File: src/rtl/elevator_pkg.sv
// Shared types and constants for the hall-call scheduling slice.
//   slot_state_t  : life cycle of one hall call (floor + direction)
//   sched_state_t : presenter FSM states
//   slot helpers  : map between slot index and (floor, direction)
package elevator_pkg;

  localparam int unsigned NUM_FLOORS               = 8;
  localparam int unsigned FLOOR_W                  = $clog2(NUM_FLOORS);
  localparam int unsigned NUM_SLOTS                = 2 * NUM_FLOORS;
  localparam int unsigned SLOT_W                   = $clog2(NUM_SLOTS);
  localparam int unsigned DEFAULT_DISPATCH_TIMEOUT = 15;

  localparam logic DIR_UP = 1'b1;
  localparam logic DIR_DN = 1'b0;

  typedef enum logic [1:0] {
    SLOT_EMPTY,
    SLOT_PENDING,
    SLOT_ASSIGNED_1,
    SLOT_ASSIGNED_2
  } slot_state_t;

  typedef enum logic {
    SCHED_IDLE,
    SCHED_PRESENT
  } sched_state_t;

  // Up calls occupy slots 0..NUM_FLOORS-1, down calls the upper half.
  function automatic logic [SLOT_W-1:0] slot_of(input logic [FLOOR_W-1:0] floor,
                                                 input logic              dir);
    if (dir == DIR_UP) return SLOT_W'(floor);
    return SLOT_W'(floor) + SLOT_W'(NUM_FLOORS);
  endfunction

  function automatic logic [FLOOR_W-1:0] slot_floor(input logic [SLOT_W-1:0] slot);
    if (slot >= SLOT_W'(NUM_FLOORS)) return FLOOR_W'(slot - SLOT_W'(NUM_FLOORS));
    return FLOOR_W'(slot);
  endfunction

  function automatic logic slot_dir(input logic [SLOT_W-1:0] slot);
    return (slot < SLOT_W'(NUM_FLOORS)) ? DIR_UP : DIR_DN;
  endfunction

endpackage

File: src/rtl/hall_call_rr_picker.sv
// Combinational round-robin priority encoder over the pending-call mask.
// Search order is ptr+1, ptr+2, ... wrapping, with ptr itself checked last,
// so the most recently served slot has the lowest priority.
//   mask_i   : one bit per call slot that may be presented
//   ptr_i    : last slot served
//   hit_c_o  : some slot in mask_i is set
//   slot_c_o : first set slot in search order (0 when no hit)
module hall_call_rr_picker
  import elevator_pkg::*;
(
  input  logic [NUM_SLOTS-1:0] mask_i,
  input  logic [SLOT_W-1:0]    ptr_i,
  output logic                 hit_c_o,
  output logic [SLOT_W-1:0]    slot_c_o
);

  localparam int unsigned SUM_W = SLOT_W + 1;

  logic [SUM_W-1:0]  sum;
  logic [SLOT_W-1:0] cand;

  // Walk all offsets in priority order; the first set slot wins.
  always_comb begin
    hit_c_o  = 1'b0;
    slot_c_o = '0;
    sum      = '0;
    cand     = '0;
    for (int unsigned off = 1; off <= NUM_SLOTS; off++) begin
      sum = {1'b0, ptr_i} + SUM_W'(off);
      if (sum >= SUM_W'(NUM_SLOTS)) sum = sum - SUM_W'(NUM_SLOTS);
      cand = SLOT_W'(sum);
      if (!hit_c_o && mask_i[cand]) begin
        hit_c_o  = 1'b1;
        slot_c_o = cand;
      end
    end
  end

endmodule

File: src/rtl/hall_call_scheduler.sv
// Hall-call scheduler: latches hall buttons into per-call slots, presents
// pending calls one at a time to the building dispatcher, remembers which
// car took each call and clears it when that car opens its doors there.
//   clk, rst                       : clock, synchronous active-high reset
//   hall_up_btn / hall_dn_btn      : level button inputs, bit f = floor f
//   request_floor/dir/valid        : call currently offered to dispatcher
//   dispatch_elev_1/2              : dispatcher picks a car for that call
//   door_open_elev_1/2             : one-cycle door-open pulse per car
//   current_floor/dir_elev_1/2     : car position, valid with door_open
//   pending_up / pending_dn        : hall lamps, one bit per floor
module hall_call_scheduler
  import elevator_pkg::*;
#(
  parameter int unsigned DISPATCH_TIMEOUT = DEFAULT_DISPATCH_TIMEOUT
) (
  input  logic                  clk,
  input  logic                  rst,
  input  logic [NUM_FLOORS-1:0] hall_up_btn,
  input  logic [NUM_FLOORS-1:0] hall_dn_btn,
  output logic [FLOOR_W-1:0]    request_floor,
  output logic                  request_dir,
  output logic                  request_valid,
  input  logic                  dispatch_elev_1,
  input  logic                  dispatch_elev_2,
  input  logic                  door_open_elev_1,
  input  logic                  door_open_elev_2,
  input  logic [FLOOR_W-1:0]    current_floor_elev_1,
  input  logic [FLOOR_W-1:0]    current_floor_elev_2,
  input  logic                  current_dir_elev_1,
  input  logic                  current_dir_elev_2,
  output logic [NUM_FLOORS-1:0] pending_up,
  output logic [NUM_FLOORS-1:0] pending_dn
);

  // Timer counts 0..DISPATCH_TIMEOUT-1 while a call is on offer.
  localparam int unsigned TIMER_W = (DISPATCH_TIMEOUT > 2) ? $clog2(DISPATCH_TIMEOUT) : 1;
  localparam logic [TIMER_W-1:0] TIMER_LAST = TIMER_W'(DISPATCH_TIMEOUT - 1);

  sched_state_t        state_q;
  logic [SLOT_W-1:0]   ptr_q;
  logic [SLOT_W-1:0]   cur_slot_q;
  logic [TIMER_W-1:0]  timer_q;

  logic [NUM_SLOTS-1:0] press;
  logic [NUM_SLOTS-1:0] clear;
  logic [NUM_SLOTS-1:0] pend_mask;
  logic [NUM_SLOTS-1:0] busy_d;
  logic [SLOT_W-1:0]    clr1_slot;
  logic [SLOT_W-1:0]    clr2_slot;
  logic                 cur_cleared;
  logic                 take_disp;
  slot_state_t          disp_state;
  logic                 pick_hit;
  logic [SLOT_W-1:0]    pick_slot;

  // Button-to-slot mapping; up at the top floor and down at floor 0 do not exist.
  for (genvar f = 0; f < NUM_FLOORS; f++) begin : g_press
    assign press[f]              = hall_up_btn[f] && (f != NUM_FLOORS - 1);
    assign press[f + NUM_FLOORS] = hall_dn_btn[f] && (f != 0);
  end

  assign clr1_slot = slot_of(current_floor_elev_1, current_dir_elev_1);
  assign clr2_slot = slot_of(current_floor_elev_2, current_dir_elev_2);

  // A presented call that is cleared this cycle must not be handed out.
  assign cur_cleared = clear[cur_slot_q];
  assign take_disp   = (state_q == SCHED_PRESENT) && !cur_cleared &&
                       (dispatch_elev_1 || dispatch_elev_2);
  assign disp_state  = dispatch_elev_1 ? SLOT_ASSIGNED_1 : SLOT_ASSIGNED_2;

  // Per-slot call state: clear beats dispatch beats press.
  for (genvar s = 0; s < NUM_SLOTS; s++) begin : g_slot
    slot_state_t st_q;
    slot_state_t st_d;
    logic        hit1;
    logic        hit2;

    assign hit1 = door_open_elev_1 && (clr1_slot == SLOT_W'(s));
    assign hit2 = door_open_elev_2 && (clr2_slot == SLOT_W'(s));

    assign clear[s] = (hit1 && (st_q == SLOT_PENDING || st_q == SLOT_ASSIGNED_1)) ||
                      (hit2 && (st_q == SLOT_PENDING || st_q == SLOT_ASSIGNED_2));

    // A press while a car stands at the landing is already serviced.
    always_comb begin
      st_d = st_q;
      if (clear[s]) begin
        st_d = SLOT_EMPTY;
      end else if (take_disp && (cur_slot_q == SLOT_W'(s))) begin
        st_d = disp_state;
      end else if (press[s] && !hit1 && !hit2 && (st_q == SLOT_EMPTY)) begin
        st_d = SLOT_PENDING;
      end
    end

    always_ff @(posedge clk) begin
      if (rst) st_q <= SLOT_EMPTY;
      else     st_q <= st_d;
    end

    assign pend_mask[s] = (st_q == SLOT_PENDING);
    assign busy_d[s]    = (st_d != SLOT_EMPTY);
  end

  // Slots being cleared this cycle are excluded from the search.
  hall_call_rr_picker u_picker (
    .mask_i   (pend_mask & ~clear),
    .ptr_i    (ptr_q),
    .hit_c_o  (pick_hit),
    .slot_c_o (pick_slot)
  );

  // Presenter FSM with registered request and lamp outputs.
  always_ff @(posedge clk) begin
    if (rst) begin
      state_q       <= SCHED_IDLE;
      ptr_q         <= '0;
      cur_slot_q    <= '0;
      timer_q       <= '0;
      request_floor <= '0;
      request_dir   <= 1'b0;
      request_valid <= 1'b0;
      pending_up    <= '0;
      pending_dn    <= '0;
    end else begin
      pending_up <= busy_d[NUM_FLOORS-1:0];
      pending_dn <= busy_d[NUM_SLOTS-1:NUM_FLOORS];
      case (state_q)
        SCHED_IDLE: begin
          if (pick_hit) begin
            cur_slot_q    <= pick_slot;
            request_floor <= slot_floor(pick_slot);
            request_dir   <= slot_dir(pick_slot);
            request_valid <= 1'b1;
            timer_q       <= '0;
            state_q       <= SCHED_PRESENT;
          end
        end
        SCHED_PRESENT: begin
          if (cur_cleared) begin
            request_valid <= 1'b0;
            state_q       <= SCHED_IDLE;
          end else if (take_disp) begin
            request_valid <= 1'b0;
            ptr_q         <= cur_slot_q;
            state_q       <= SCHED_IDLE;
          end else if (timer_q == TIMER_LAST) begin
            // Skip an unanswered call; the pointer moves past it for fairness.
            request_valid <= 1'b0;
            ptr_q         <= cur_slot_q;
            state_q       <= SCHED_IDLE;
          end else begin
            timer_q <= timer_q + 1'b1;
          end
        end
        default: state_q <= SCHED_IDLE;
      endcase
    end
  end

endmodule
File: config.mk
export PLATFORM = sky130hd
export DESIGN_NAME = hall_call_scheduler
export DESIGN_NICKNAME = d
export VERILOG_FILES = /design/src/rtl/elevator_pkg.sv /design/src/rtl/hall_call_rr_picker.sv /design/src/rtl/hall_call_scheduler.sv
export SDC_FILE = /design/constraint.sdc
export NUM_CORES = 1
export LEC_CHECK = 0
export ABC_AREA = 1
export CORE_ASPECT_RATIO = 0.8
export CORE_MARGIN = 1
export CORE_UTILIZATION = 25
export CTS_CLUSTER_DIAMETER = 150
export DETAILED_ROUTE_END_ITERATION = 10
export PLACE_DENSITY = 0.37
export SYNTH_ARGS = -nofsm -noshare
export SYNTH_HDL_FRONTEND = slang
export SYNTH_SLANG_ARGS = --single-unit
File: constraint.sdc
create_clock -name clk -period 4.3 [get_ports clk]
set_clock_uncertainty 0.2 [all_clocks]
set_input_delay 0.86 -clock clk [delete_from_list [all_inputs] [get_ports clk]]
set_output_delay 0.86 -clock clk [all_outputs]
set_load 0.02 [all_outputs]
==> reports/qor.yml, run 1 <==
antenna_found_initial: 0
firstDrtPassIters: 5
crit_fanout: 8
critical_path.top_delay_family: "simple AND/OR/NAND/NOR gates"
yosysTopAreaCell: "dfxtp_1"
finalCritPeriodShare: 0.921
ys_seq_elements: 63
r2r_start: "g_slot[3].st_q[1]"
met3_usage: 0.0343
gr-total-overflow: 0
grt_pass1_wl_mm: 36.1
synthesis.area_mm2: 0.00585
vias_per_cell: 4.58
yosys-top-cells-area: "dfxtp_1 22%, nand2_1 16%, ha_1 12%"
drv_slew: 0
drv_cap: 0
whs_ns: 0.289
seqPwrFrac: 0.238
dp_hpwl_mm: 19.0
drtIter0Drc: 358
slowest_stage: "o21ai_4"
path_class: "input port to flip-flop"
grt.busiest_layer: "met1"
num_vias: 6699
clk_latency_ns: 0.34
rr_worst_depth: 24
ys_top_cells_by_count: "246 x nand2_1, 126 x inv_1, 123 x nor2_1"
dieArea_mm2: 0.0240
grtUsageTotal: 0.198
syn_area_per_cell_um2: 6.07
yosysUniqueCellTypes: 46
cp_cell_sequence: "dlymetal6s2s_1 -> inv_1 -> nand3_2 -> nor2_2 -> buf_4 -> nand2_2 -> nand4_1 -> nand3_1 -> nand2_1 -> nand2_1 -> nand2_1 -> nand2_1 -> nand2_2 -> nand4_2 -> nor2_2 -> nand4_2 -> nor2_4 -> nand2_2 -> nor3_4 -> nand3_2 -> o21ai_4 -> nand2_4 -> buf_4 -> a21oi_2"
cts_tree: "done"
die-width_um: 173
routedWlPerCell_um: 15.9
outcome: "finished clean"
gp_congestion: 0.873
timing.critical_path.mode_cell: "nand2_1"
swShare: 0.418
first_global_vias: 6314
reg2reg_to: "request_floor[1]"
cts-buffers-inserted: 9
regToRegSetupSlack_ns: 0.55
p_comb_frac: 0.503
pin_count: 51
setup.worst_path.start: "current_floor_elev_1[0]"
ys_warn_count: 0
leakage_nw: 4.02
fp.coreArea_mm2: 0.0227
gr-usage-met1: 0.302
drt.antenna.violating_nets: 0
setup_viol: 0
rsz0062_at_grt: "false"
holdBufCountCts: 0
synth_top_flop_cell: "dfxtp_1"
power_frac_clock: 0.260
areaGrowthSynthToFinish_pct: 40.2
drc: 0
finalWirelength_mm: 23.3
fin_util: 0.361
powerDensity_mw_per_mm2: 365
yosysTopAreaCellShare: 0.216
syn_nets: 1049
p_int_mw: 1.74
cp-end-kind: "flip-flop"
yosysSeqAreaShare: 0.216
nets: 1236
yosysMostFrequentCell: "nand2_1"
slew_headroom: 0.507
htree_levels: 3
antenna_cells: 0
cp_data_arrival_time_ns: 4.04
clock-sinks: 63
max_clock_freq_mhz: 252
dieHeight_um: 139
use_met2: 0.286
hold_viol: 0
worstSetupPathDepth: 24
start_util: 0.258
drive_gt1_frac: 0.214
required_ns: 4.38
max_stage_delay_ns: 0.25
clockBufferDepth: 2
clk_pin_slew_worst_paths_ns: 0.06
io_buffers: 48
crit_path_end: "timer_q[0]"
critPathBufInv: 4
peakVddDrop_mv: 0.170
critPathLaunchType: "input port"
netlist_instances: 964
cts_root_buf: "clkbuf_16"
rows: 49
hp-class: "flip-flop to flip-flop"
synth-async-reset-ratio: 0
grt_max_degree: 30
fin_crit_ns: 3.96
worst_slew_pin_slew_ns: 0.738
synth_edf_count: 0
p_switching_mw: 1.25
[what timing repair did]
item	4_1_cts	5_1_grt
hold endpoints to repair	0	0
pin swaps	2	15
setup buffers	0	4
gates resized for setup	17	46
setup endpoints to repair	9	25
gates cloned	0	0
[per-stage QoR]
| stage | setup TNS [ns] | power, mW | instance area, µm² | setup WS (ns) | std cells |
|---|---|---|---|---|---|
| after floorplan | 0 | 1.54 | 5850 | 0.819 | 964 |
| after global placement | -9.01 | 2.21 | 7700 | -0.434 | 1442 |
| after detailed placement | -7.85 | 2.20 | 7700 | -0.433 | 1442 |
| after CTS | 0 | 3.01 | 8060 | 0.00220 | 1458 |
| after global routing | 0 | 3.23 | 8200 | 0.00602 | 1462 |
| final | 0 | 3.00 | 8200 | 0.338 | 1462 |
[metal layers]
metal	routed length, µm	up-vias	part of all wire
li1	-	3534	-
met1	12700	3032	0.55
met2	9250	120	0.40
met3	1080	13	0.046
met4	244	0	0.010
met5	0	-	0
[registers in the layout, summed over array words and instances (netlist names)]
register	flops
g_slot.st_q	32
cur_slot_q	2
timer_q	4
pending_dn	8
pending_up	8
request_floor	2
request_dir	1
ptr_q	4
state_q	1
request_valid	1
[cell type report]
class                      count  area, µm²
fill                        2555      14500
multi-input combinational    748       4160
timing repair buffer         197       1590
sequential                    63       1260
inverter                     132        498
tap                          306        383
clock buffer                  12        256
clock inverter                 4       51.3
[worst min-delay path by stage]
| stage | from | end | slack, ns | depth (start not counted) |
|---|---|---|---|---|
| after CTS | timer_q[3] | timer_q[3] | 0.29 | 2 |
| after floorplan | timer_q[0] | timer_q[0] | 0.26 | 1 |
| final | timer_q[3] | timer_q[3] | 0.29 | 2 |
| after global placement | timer_q[3] | timer_q[3] | 0.28 | 2 |
| after global routing | timer_q[3] | timer_q[3] | 0.31 | 2 |
| after detailed placement | timer_q[3] | timer_q[3] | 0.29 | 2 |
[cell usage in the layout, fill, tap and decap left out, types with 18 or more instances in the layout]
cell type,instances
a21oi_1,34
buf_4,148
clkdlybuf4s50_1,38
dfxtp_1,63
ha_1,55
inv_1,124
nand2_1,239
nand3_1,100
nand3_2,18
nand4_1,36
nor2_1,115
o21ai_0,31
[cells by family (layout without fill, tap and decap cells)]
| logic type | count (synthesis) | in the layout | share of synthesized area |
|---|---|---|---|
| buffers and inverters | 153 | 345 | 0.102 |
| and+or+nand+nor | 574 | 574 | 0.439 |
| muxes | 1 | 1 | 0.00171 |
| xor gates and xnor gates | 6 | 6 | 0.00898 |
| AOI/OAI and AO/OA | 112 | 112 | 0.116 |
| adders and majority gates | 55 | 55 | 0.118 |
| DFF | 63 | 63 | 0.216 |
[power by group through the flow]
| stage | combinational (mW) | clock, mW | sequential, mW |
|---|---|---|---|
| 6_report | 1.51 | 0.778 | 0.712 |
| 5_1_grt | 1.67 | 0.833 | 0.723 |
| 4_1_cts | 1.49 | 0.808 | 0.714 |
| 3_5_place_dp | 1.47 | 0 | 0.726 |
| 3_3_place_gp | 1.48 | 0 | 0.727 |
| 2_1_floorplan | 0.802 | 0 | 0.738 |
[worst register-to-register path, stage by stage (launching register included)]
cell and delay (ns):
dfxtp_1 0.33, inv_1 0.07, ha_1 0.26, or2_2 0.36
nand2_1 0.15, nand4_1 0.14, nand3_1 0.11, nand2_1 0.09
o21ai_0 0.34, o21ai_1 0.13, buf_4 0.16, buf_4 0.14
inv_1 0.05, nor2_1 0.05, buf_4 0.13, nand2_1 0.10
nor2_1 0.05, nor2_1 0.14, nand3_1 0.12, nor2_1 0.11
nand3_1 0.07, nor2_1 0.15, nand3_1 0.10, nand2_1 0.07
inv_1 0.03
No activity file was read; power rests on OpenSTA's default activity.
==> run 2, diff against run 1 <==
clock period = 4.4 ns   (was 4.3 ns; I/O delays follow)
==> reports/qor.yml, run 2 (same netlist as run 1, synthesis figures left out) <==
critPathBufInv: 8
antenna_found_initial: 0
finalWirelength_mm: 23.1
wl_met1_mm: 12.7
worst_slew_pin_slew_ns: 0.699
cp-end-kind: "flip-flop"
pin_count: 51
routedWlPerCell_um: 15.9
slowest_stage: "a221oi_1"
fin_crit_ns: 4.05
drt.antenna.violating_nets: 0
leakage_nw: 4.04
dieHeight_um: 139
areaGrowthSynthToFinish_pct: 41.0
slew_headroom: 0.534
firstDrtPassIters: 5
start_util: 0.258
place_area_mm2: 0.00762
worst_slack_ns: 0.347
outcome: "finished clean"
fillCellCount: 2545
final_common_cell: "nand2_1"
regMostFlops: "g_slot.st_q"
die-width_um: 173
vias_per_cell: 4.53
critical_path.top_delay_family: "compound AO/OA/AOI/OAI gates"
rsz0062_at_grt: "false"
setup_viol: 0
dp_hpwl_mm: 18.9
hp-class: "flip-flop to flip-flop"
grtUsageTotal: 0.194
max_clock_freq_mhz: 247
antenna_cells: 0
grt_pass1_wl_mm: 35.7
hold_viol: 0
crit_fanout: 4
io_buffers: 48
highest_layer: "met4"
grt_max_degree: 30
gp_congestion: 0.879
drv_cap: 0
timing.critical_path.mode_cell: "buf_4"
cts_root_buf: "clkbuf_16"
largest_register_ffs: 32
required_ns: 4.44
layout_common_cells: "237 x nand2_1, 136 x buf_4, 122 x inv_1"
htree_levels: 3
gr-total-overflow: 0
nets: 1226
cp_data_arrival_time_ns: 4.10
clock-sinks: 63
cp_cell_sequence: "dlymetal6s2s_1 -> inv_1 -> nand2_1 -> nor2_4 -> buf_4 -> nand2_2 -> buf_4 -> nand2_1 -> a221oi_1 -> o21ai_0 -> a211oi_1 -> buf_4 -> o21ai_1 -> nor2_1 -> inv_1 -> nor2_1 -> inv_1 -> o211ai_1 -> a21oi_1 -> buf_4"
wl_met3_um: 822
first_global_vias: 6264
dieArea_mm2: 0.0240
path_class: "input port to flip-flop"
peakVddDrop_mv: 0.192
clk_latency_ns: 0.35
cts_tree: "done"
fp.coreArea_mm2: 0.0227
finalCritPeriodShare: 0.921
drc: 0
rows: 49
drive_gt1_frac: 0.207
clk_pin_slew_worst_paths_ns: 0.06
dp_slack_ns: -0.467
max_stage_delay_ns: 0.33
powerDensity_mw_per_mm2: 366
critPathLaunchType: "input port"
num_vias: 6578
drtIter0Drc: 392
stdcell_area_mm2: 0.00825
holdBufCountCts: 0
clockBufferDepth: 2
cts-buffers-inserted: 9
drv_slew: 0
top_regs: "g_slot.st_q x32, pending_dn x8, pending_up x8"
met2_length_mm: 9.34
[run 2: cell types whose count changed in the layout (fill, tap and decap cells not counted), moves of 3 or more]
cell / previous run / this run
nand3_2: 18 / 15
buf_4: 148 / 136
o21ai_1: 5 / 10
o21ai_0: 31 / 27
clkbuf_2: 5 / 0
dlymetal6s2s_1: 5 / 10
[run 2: final timing paths]
| kind | startpoint | cells after the start | slack, ns | endpoint |
|---|---|---|---|---|
| worst max register to register | ptr_q[1] | 20 | 0.36 | timer_q[0] |
| worst min-delay path | request_valid | 2 | 0.29 | request_valid |
| worst max-delay path | current_dir_elev_1 | 20 | 0.35 | pending_dn[4] |
| worst min register to register | request_valid | 2 | 0.29 | request_valid |
[run 2: metal layers]
| layer | vias up | GRT usage |
|---|---|---|
| li1 | 3510 | - |
| met2 | 109 | 0.283 |
| met5 | - | 0 |
| met3 | 12 | 0.0241 |
| met1 | 2947 | 0.303 |
| met4 | 0 | 0.0335 |
[run 2: timing repair]
item,in CTS,in global routing
setup endpoints to repair,12,41
pin swaps,0,11
setup buffers,0,5
hold endpoints to repair,0,0
gates resized for setup,2,64
[run 2: worst register-to-register path, stage by stage (launching register included)]
cell and delay, ns:
dfxtp_1 0.51, inv_1 0.10, buf_4 0.20, ha_1 0.34
clkinvlp_4 0.33, nand3_2 0.24, nand3_1 0.11, nand3_1 0.11
nand2_1 0.09, nor2_2 0.12, nand4_2 0.11, nor2_2 0.15
nand4_2 0.12, nor2_4 0.16, nand2_2 0.09, nor3_4 0.22
nand3_2 0.13, o21ai_4 0.28, nand2_4 0.12, buf_4 0.15
a21oi_2 0.11
[run 2: cell type report]
class | count | area [µm²] | area share
Tap cell | 306 | 383 | 0.0464
Inverter | 132 | 502 | 0.0608
Multi-Input combinational cell | 748 | 4180 | 0.507
Sequential cell | 63 | 1260 | 0.153
Clock buffer | 9 | 225 | 0.0273
Timing Repair Buffer | 187 | 1570 | 0.190
Clock inverter | 7 | 128 | 0.0155
[run 2: through the flow]
step	total power [mW]	util	instances	hold slack, ns	TNS [ns]
3_3_place_gp	2.14	0.336	1431	0.285	-14.22
6_report	3.02	0.363	1452	0.293	0
4_1_cts	3.02	0.352	1447	0.296	0
3_5_place_dp	2.12	0.336	1431	0.281	-15.25
5_1_grt	3.24	0.363	1452	0.307	0
2_1_floorplan	1.51	-	964	0.264	0
[run 2: power by group]
part	internal, mW	switching [mW]
Clock	0.563	0.310
Sequential	0.638	0.0621
Combinational	0.578	0.865
Total	1.78	1.24
==> run 3, diff against run 2 <==
GPL_TIMING_DRIVEN = 1   (was not set)
SETUP_SLACK_MARGIN = 0.15   (was not set)
SLEW_MARGIN = 20   (was not set)
==> reports/qor.yml, run 3 (same netlist as run 1, synthesis figures left out) <==
peakVddDrop_mv: 0.191
dieArea_mm2: 0.0240
outcome: "finished clean"
layout_common_cells: "232 x nand2_1, 137 x buf_4, 119 x inv_1"
firstDrtPassIters: 5
max_clock_freq_mhz: 252
routedWlPerCell_um: 15.9
cp_data_arrival_time_ns: 4.06
gr-total-overflow: 0
worst_slew_pin_slew_ns: 0.697
drive_gt1_frac: 0.227
fp.coreArea_mm2: 0.0227
io_buffers: 48
drv_slew: 0
final_common_cell: "nand2_1"
cts-buffers-inserted: 9
grt_max_degree: 30
largest_register_ffs: 32
setup_viol: 0
clock-sinks: 63
path_class: "input port to flip-flop"
seq_area_mm2: 0.00126
rr_worst_depth: 20
powerDensity_mw_per_mm2: 367
whs_ns: 0.297
reg2reg_to: "timer_q[0]"
dp_hpwl_mm: 18.9
multi_input_area_mm2: 0.00424
final_cells: 1453
drt.antenna.violating_nets: 0
hold_depth: 2
clk_pin_slew_worst_paths_ns: 0.06
pin_count: 51
areaGrowthSynthToFinish_pct: 41.3
antenna_found_initial: 0
num_vias: 6622
regToRegSetupSlack_ns: 0.57
rsz0062_at_grt: "false"
holdBufCountCts: 0
critPathLaunchType: "input port"
cts_tree: "done"
required_ns: 4.49
leakage_nw: 3.98
drv_cap: 0
clockBufferDepth: 2
dp_cells: 1431
top_regs: "g_slot.st_q x32, pending_dn x8, pending_up x8"
hp-class: "flip-flop to flip-flop"
finalCritPeriodShare: 0.903
die-width_um: 173
hold_viol: 0
finalWirelength_mm: 23.2
grtUsageTotal: 0.195
vias_per_cell: 4.56
drc: 0
dieHeight_um: 139
grt_pass1_wl_mm: 36.0
start_util: 0.258
rows: 49
htree_levels: 3
drtIter0Drc: 321
hold_start: "timer_q[3]"
clk_latency_ns: 0.35
antenna_cells: 0
fin_crit_ns: 3.97
crit_fanout: 8
cp-end-kind: "flip-flop"
gp_congestion: 0.879
first_global_vias: 6325
r2r_start: "ptr_q[1]"
fillCellCount: 2550
slew_headroom: 0.535
nets: 1227
hold_end: "timer_q[3]"
regMostFlops: "g_slot.st_q"
cts_root_buf: "clkbuf_16"
run 3: cell count changes in the layout (fill, tap and decap cells not counted), sizes merged:
cell | previous run | this run
buf | 139 | 140
dlymetal6s2s | 10 | 0
clkdlybuf4s15 | 0 | 1
dlygate4sd2 | 0 | 5
clkbuf | 9 | 13
run 3: worst max-delay path, stage by stage:
cell	delay, ns
dlygate4sd2_1	0.27
buf_4	0.16
nor2_4	0.12
nand2_2	0.09
buf_4	0.15
inv_1	0.06
nand2_2	0.07
nand4_1	0.14
nand2_1	0.08
nand2_1	0.08
nand3_1	0.11
nand3_2	0.13
nand2_1	0.08
nor2_2	0.12
nand4_2	0.11
nor2_2	0.13
nand4_2	0.11
nor2_4	0.14
nand2_2	0.09
nor3_4	0.17
nand3_2	0.13
o21ai_4	0.26
nand2_4	0.13
buf_4	0.16
a21oi_2	0.11
run 3: routing by layer:
layer	routed length (µm)	track usage
met1	12800	0.303
met2	9330	0.283
met3	787	0.0258
met4	212	0.0387
met5	0	0
run 3: worst max path at each step:
stage                                  startpoint             to  slack, ns  cells after the start
after global routing      current_floor_elev_2[2]  cur_slot_q[3]       0.15                     27
final                     current_floor_elev_1[1]     timer_q[0]       0.43                     25
after detailed placement       current_dir_elev_1  pending_up[2]      -0.47                     19
after CTS                        door_open_elev_2     timer_q[1]       0.18                     25
after floorplan           current_floor_elev_1[1]     timer_q[0]       0.91                     23
after global placement    current_floor_elev_1[1]  pending_up[2]      -0.46                     22
run 3: through the flow:
step	setup TNS [ns]	instance area, µm²	setup slack (ns)	utilization	total power, mW
floorplan	0	5850	0.905	-	1.51
global placement	-14.22	7620	-0.457	0.336	2.14
detailed placement	-15.25	7620	-0.467	0.336	2.12
CTS	0	8170	0.184	0.360	3.04
global route	0	8270	0.151	0.364	3.26
finish	0	8270	0.426	0.364	3.03
run 3: cell type report:
| type | count | share of cell area |
|---|---|---|
| multi-input cells | 748 | 0.513 |
| flip-flops and latches | 63 | 0.153 |
| clock buffers | 9 | 0.0272 |
| clock inverters | 7 | 0.0154 |
| well taps | 306 | 0.0463 |
| inverters | 132 | 0.0607 |
| repair buffers | 188 | 0.184 |
run 3: repair_timing:
action,in CTS,in global routing
setup buffers,2,4
pin swaps,16,17
gates resized for setup,58,36
setup endpoints to repair,42,12
run 3: where the power goes:
part	internal, mW	leakage, nW	switching [mW]
logic	0.583	3.29	0.876
clock network	0.563	0.173	0.308
registers	0.638	0.518	0.0624
total	1.78	3.98	1.25
